File: config.mk
export PLATFORM = sky130hd
export DESIGN_NAME = sha256_message_schedule
export DESIGN_NICKNAME = d
export VERILOG_FILES = /design/src/rtl/sha256_message_schedule.sv
export SDC_FILE = /design/constraint.sdc
export NUM_CORES = 2
export LEC_CHECK = 0
export ABC_CLOCK_PERIOD_IN_PS = 33500
export BUFFER_PORTS_ARGS = -buffer_cell sky130_fd_sc_hd__buf_4
export CAP_MARGIN = 25
export CORE_ASPECT_RATIO = 0.6
export CORE_MARGIN = 1
export CORE_UTILIZATION = 45
export CTS_CLUSTER_DIAMETER = 50
export DETAILED_ROUTE_END_ITERATION = 10
export PLACE_DENSITY = 0.73
export SYNTH_ARGS = -nofsm -noshare
export SYNTH_HDL_FRONTEND = slang
export SYNTH_SLANG_ARGS = --single-unit
File: constraint.sdc
create_clock -name clk -period 33.5 [get_ports clk]
set_input_delay 6.7 -clock clk [delete_from_list [all_inputs] [get_ports clk]]
set_output_delay 6.7 -clock clk [all_outputs]
set_load 0.05 [all_outputs]
File: src/rtl/sha256_message_schedule.sv
// SHA-256 message schedule: loads one 512-bit block and streams W[0..ROUNDS-1]
// over a valid/ready handshake from a 16-word sliding window.
module sha256_message_schedule #(
  parameter int ROUNDS = 64
) (
  input  logic         clk,
  input  logic         reset,
  input  logic         in_valid,
  output logic         in_ready,
  input  logic [511:0] block,
  output logic         w_valid,
  input  logic         w_ready,
  output logic [31:0]  w,
  output logic [5:0]   t,
  output logic         done
);

  typedef enum logic {
    S_IDLE,
    S_RUN
  } state_t;

  localparam logic [5:0] LAST = 6'(ROUNDS - 1);

  state_t      r_state;
  state_t      w_next;
  logic [31:0] r_win [16];
  logic [5:0]  r_t;
  logic        r_done;
  logic        w_load;
  logic        w_fire;
  logic        w_last;
  logic [31:0] w_new;

  function automatic logic [31:0] f_s0(input logic [31:0] x);
    f_s0 = {x[6:0], x[31:7]} ^ {x[17:0], x[31:18]} ^ (x >> 3);
  endfunction

  function automatic logic [31:0] f_s1(input logic [31:0] x);
    f_s1 = {x[16:0], x[31:17]} ^ {x[18:0], x[31:19]} ^ (x >> 10);
  endfunction

  assign w_last = (r_t == LAST);
  assign w_new  = f_s1(r_win[14]) + r_win[9]
                + f_s0(r_win[1]) + r_win[0];

  always_comb begin
    w_next = r_state;
    w_load = 1'b0;
    w_fire = 1'b0;
    unique case (r_state)
      S_IDLE: begin
        w_load = in_valid;
        if (in_valid) w_next = S_RUN;
      end
      S_RUN: begin
        w_fire = w_ready;
        if (w_ready && w_last) w_next = S_IDLE;
      end
      default: w_next = S_IDLE;
    endcase
  end

  always_ff @(posedge clk or posedge reset) begin
    if (reset) begin
      r_state <= S_IDLE;
      r_t     <= '0;
      r_done  <= 1'b0;
      for (int i = 0; i < 16; i++) r_win[i] <= '0;
    end else begin
      r_state <= w_next;
      r_done  <= w_fire && w_last;
      unique case (1'b1)
        w_load: begin
          for (int i = 0; i < 16; i++)
            r_win[i] <= block[511-32*i -: 32];
          r_t <= '0;
        end
        (w_fire && !w_last): begin
          for (int i = 0; i < 15; i++)
            r_win[i] <= r_win[i+1];
          r_win[15] <= w_new;
          r_t       <= r_t + 6'd1;
        end
        default: ;
      endcase
    end
  end

  // ready is forced low for the whole time reset is held
  assign in_ready = (r_state == S_IDLE) && !reset;
  assign w_valid  = (r_state == S_RUN);
  assign w        = r_win[0];
  assign t        = r_t;
  assign done     = r_done;

endmodule
# Yosys cells after proc, flatten, opt, wreduce, memory -nomap -nowiden
# Cells that the tools add are included.
[classes]
n_bitwise = 5
addsub = 4
reduce_logical = 7
n_mux = 7
n_eq_ne = 1
[ops]
columns = ["operator", "n"]
rows = [
  ["$pmux 512 s2", 1],
  ["$add 32x32->32", 3],
  ["$xor 32x32->32", 2],
  ["$xor 32x22->32", 1],
  ["$xor 32x29->32", 1],
  ["$pmux 6 s2", 1],
  ["$add 6x1->6 const B", 1],
  ["$eq 6x6->1 const B", 1],
  ["$logic_and 1x1->1", 4],
  ["$mux 1", 4],
  ["$logic_not 1->1", 2],
  ["$pmux 1 s2", 1],
  ["$reduce_bool 2->1", 1],
  ["$not 1->1", 1],
]
[totals]
elab_cells = 43
ff_bits = 520
in_bits = 516

# Depth between registers and ports, before layout
[depth]
word_depth = 6
depth_mapped = 16

# Worst setup path before layout
# OpenSTA, ideal clock, no wires.
[synth_path]
path_type = "in2out"
from = "in reset"
to = "out in_ready"
cell_stages = 1
setup_slack_ps = 19455
arrival_time_ps = 7345
n_path_buf = 0
required_time_ps = 26800
path_cell_list = "nor2_1"
[synth_between]
elab_chain_cells = 2
[synth_lines]
columns = ["item", "line", "source"]
rows = [
  ["start, declared", "7", "input logic reset,"],
  ["$logic_not 1->1", "91", "assign in_ready = (r_state == S_IDLE) && !reset;"],
  ["$logic_and 1x1->1", "91", ""],
  ["end, declared", "9", "output logic in_ready,"],
]
# No other way between the ends.

# Worst setup path after layout
# Same ends and word-level chain as after synthesis.

==> flow_metrics.tcl <==
set metrics [dict create \
    max_stage_delay_ns 0.21 \
    cp_max_fo 2 \
    antenna_found_initial 10 \
    clock.fmax_mhz 72.3 \
    finalClockSkew_ns 0.0336 \
    endpoint "in_ready" \
    status "finished, final reports clean" \
    grt_pass1_vias 23500 \
    numClockSinks 520 \
    yosysSeqAreaShare_pct 46.7 \
    r2r-end "r_win[25]" \
    worstMarginPinSlew_ns 1.25 \
    power_density_mw_per_mm2 113 \
    hold_path_class "register to register" \
    crit_family "buffers and inverters" \
    gr-usage-all-layers_pct 31.5 \
    viasPerCell 5.53 \
    netlist_area_mm2 0.0278 \
    vias 25600 \
    num-fill-cells 5686 \
    arrival_ns 7.13 \
    root_buffer "clkbuf_16" \
    numPortBuffers 556 \
    htreeDepth 2 \
    endpoint_kind "primary output" \
    dr.pass1.iters 5 \
    layout.nets 4363 \
    area_growth_syn_to_layout_pct 21.2 \
    cts-hold-fix-buffers 0 \
    crit_path_start "reset" \
    start_util_pct 45.6 \
    cts_buffer_depth 3 \
    fin_cells 4625 \
    leakage_nw 15.9 \
    netlist_instances 3439 \
    slew_headroom_pct 16.8 \
    avgSynthCellArea_um2 8.10 \
    layout-drive-gt1-share_pct 18.0 \
    cts_made_buffers 52 \
    grt_max_degree 267 \
    die_area_mm2 0.0629 \
    worstRegToRegCells 15 \
    setup_tns_ns 0 \
    grt_overflow 0 \
    slew_viol_final 0 \
    async_reset_ff_share_pct 100 \
    yosysWarningCount 0 \
    grt_first_pass_wirelength_um 147000 \
    clock_latency_ns 0.62 \
    io_pins 557 \
    synth_edf_count 0 \
    r2r_start "r_win[50]" \
    cts.repair.resized 0 \
    cp-start-kind "primary input" \
    critPathKind "primary input to primary output" \
    vdd.ir_drop.worst_mv 0.119 \
    synth_seq_cells 520 \
    drtIter0Drc 3165 \
    ys_top_cells_by_area "dfrtp_1, nand2_1, a31oi_1" \
    yosysTopAreaCell "dfrtp_1" \
    die_h_um 195 \
    core_mm2 0.0610 \
    crit_cells 3 \
    reg2reg_setup_slack_ns 29.03 \
    crit_path_cell_trace "buf_4 > nor2_1 > buf_4" \
    row_count 70 \
    drt_wl_total_um 101000 \
    finalHoldViolCount 0 \
    finalSetupViolations 0 \
    period_minus_slack_ns 13.83 \
    critPathBufInv 2 \
    period_share_pct 41.3 \
    post_cts_buffers 0 \
    required_ns 26.80 \
    dpl.cell_count 4526 \
    cts_tree "done" \
    synthFlopType "dfrtp_1" \
    syn_nets 4049 \
    netlist.area_leader.share_pct 46.7 \
    gp_congestion 0.979 \
    yosys.cell_types.count 57 \
    cts.clk_slew.worst_paths_ns 0.07 \
    cp_common_cell "buf_4" \
    drc_errors 0 \
    routedWlPerCell_um 21.8 \
    critPathSlowestCell "buf_4" \
    hpwl_um 73400 \
    die_x_um 323 \
    final_antenna_net_count 0 \
    cap_violations 0 \
    rsz0062_at_grt "false" \
]
==> cells by family (layout without fill, tap and decap cells) <==
logic type / after synthesis / count (layout) / share of synthesized area (%)
multiplexers: 2 / 2 / 0.0719
flip-flops: 520 / 520 / 46.7
buffers and inverters: 448 / 801 / 6.64
AND/OR/NAND/NOR: 1608 / 1608 / 22.1
other: 0 / 5 / 0
adder cells (fa/ha/maj): 94 / 94 / 5.89
AO/OA/AOI/OAI: 623 / 623 / 14.1
XOR/XNOR: 144 / 144 / 4.53
==> registers in the layout, indices dropped and copies added (netlist names) <==
name and flops:
w_valid 1, done 1, r_win 480, w 32, t 6
==> Yosys cell counts (all sizes together) (5+ instances only) <==
| cell type | number |
|---|---|
| a21o | 5 |
| a21oi | 40 |
| a31oi | 502 |
| and3 | 9 |
| buf | 66 |
| clkbuf | 251 |
| dfrtp | 520 |
| fa | 62 |
| ha | 32 |
| inv | 131 |
| nand2 | 1045 |
| nand3 | 10 |
| nand4 | 5 |
| nor2 | 516 |
| nor3 | 5 |
| o21ai | 32 |
| o21bai | 7 |
| o22ai | 9 |
| xnor2 | 91 |
| xor2 | 53 |
==> layer usage <==
metal | global-route usage, % | part of all wire [%]
met1 | 48.6 | 46
met2 | 42.7 | 42
met3 | 8.70 | 9.9
met4 | 8.29 | 2.3
met5 | 0 | 0.071
==> placed cells by master (no fill, tap or decap), types with 4 or more instances in the layout <==
cell type,count
a21oi_1,39
nand4_1,5
xor2_1,53
inv_6,4
o22ai_1,9
and3_1,7
nand2_1,1045
diode_2,5
clkbuf_16,53
inv_1,130
nor3_1,5
a21o_1,4
nand3_1,10
clkinv_2,11
a31oi_1,502
fa_1,62
buf_12,6
nor2_1,516
clkbuf_8,12
ha_1,32
xnor2_1,91
dfrtp_1,520
o21ai_0,31
buf_4,570
or3_1,4
clkbuf_1,5
o21bai_1,6
==> worst min-delay path by stage <==
stage / start / to / cells past startpoint / slack, ns
global placement: r_win[163] / r_win[163] / 2 / 0.47
CTS: r_win[163] / r_win[163] / 2 / 0.51
global route: r_win[163] / r_win[163] / 2 / 0.53
floorplan: r_win[163] / r_win[163] / 2 / 0.45
detailed placement: r_win[163] / r_win[163] / 2 / 0.49
finish: r_win[163] / r_win[163] / 2 / 0.52
==> tightest hold or removal path, cell delays in order (launching register included) <==
cell and delay, ns:
dfrtp_1 0.36, nand2_1 0.06, nand2_1 0.07
==> metrics by stage <==
| step | hold slack, ns | setup WS [ns] | area, µm² | util [%] | power, mW |
|---|---|---|---|---|---|
| after floorplan | 0.447 | 12.27 | 27800 | - | 2.51 |
| after global placement | 0.467 | 19.65 | 32000 | 52.4 | 3.14 |
| after detailed placement | 0.489 | 19.67 | 32000 | 52.4 | 3.14 |
| after CTS | 0.506 | 19.67 | 33700 | 55.2 | 3.77 |
| after global routing | 0.526 | 19.64 | 33800 | 55.3 | 4.08 |
| final | 0.521 | 19.67 | 33800 | 55.3 | 3.81 |
==> power breakdown <==
group	switching [mW]	total, mW	leakage (nW)	internal, mW
Clock	0.271	0.614	0.878	0.343
Sequential	0.186	0.979	5.28	0.793
Combinational	1.34	2.22	9.75	0.878
Total	1.80	3.81	15.9	2.01
==> final cells by class <==
class | count | area (µm²) | share of cell area, %
Timing Repair Buffer | 577 | 4430 | 13.1
Multi-Input combinational cell | 2471 | 13000 | 38.5
Clock inverter | 23 | 246 | 0.730
Sequential cell | 520 | 13000 | 38.5
Tap cell | 828 | 1040 | 3.07
Inverter | 131 | 499 | 1.48
Antenna cell | 5 | 12.5 | 0.0371
Clock buffer | 70 | 1510 | 4.47
No activity file was read; power rests on OpenSTA's default activity.
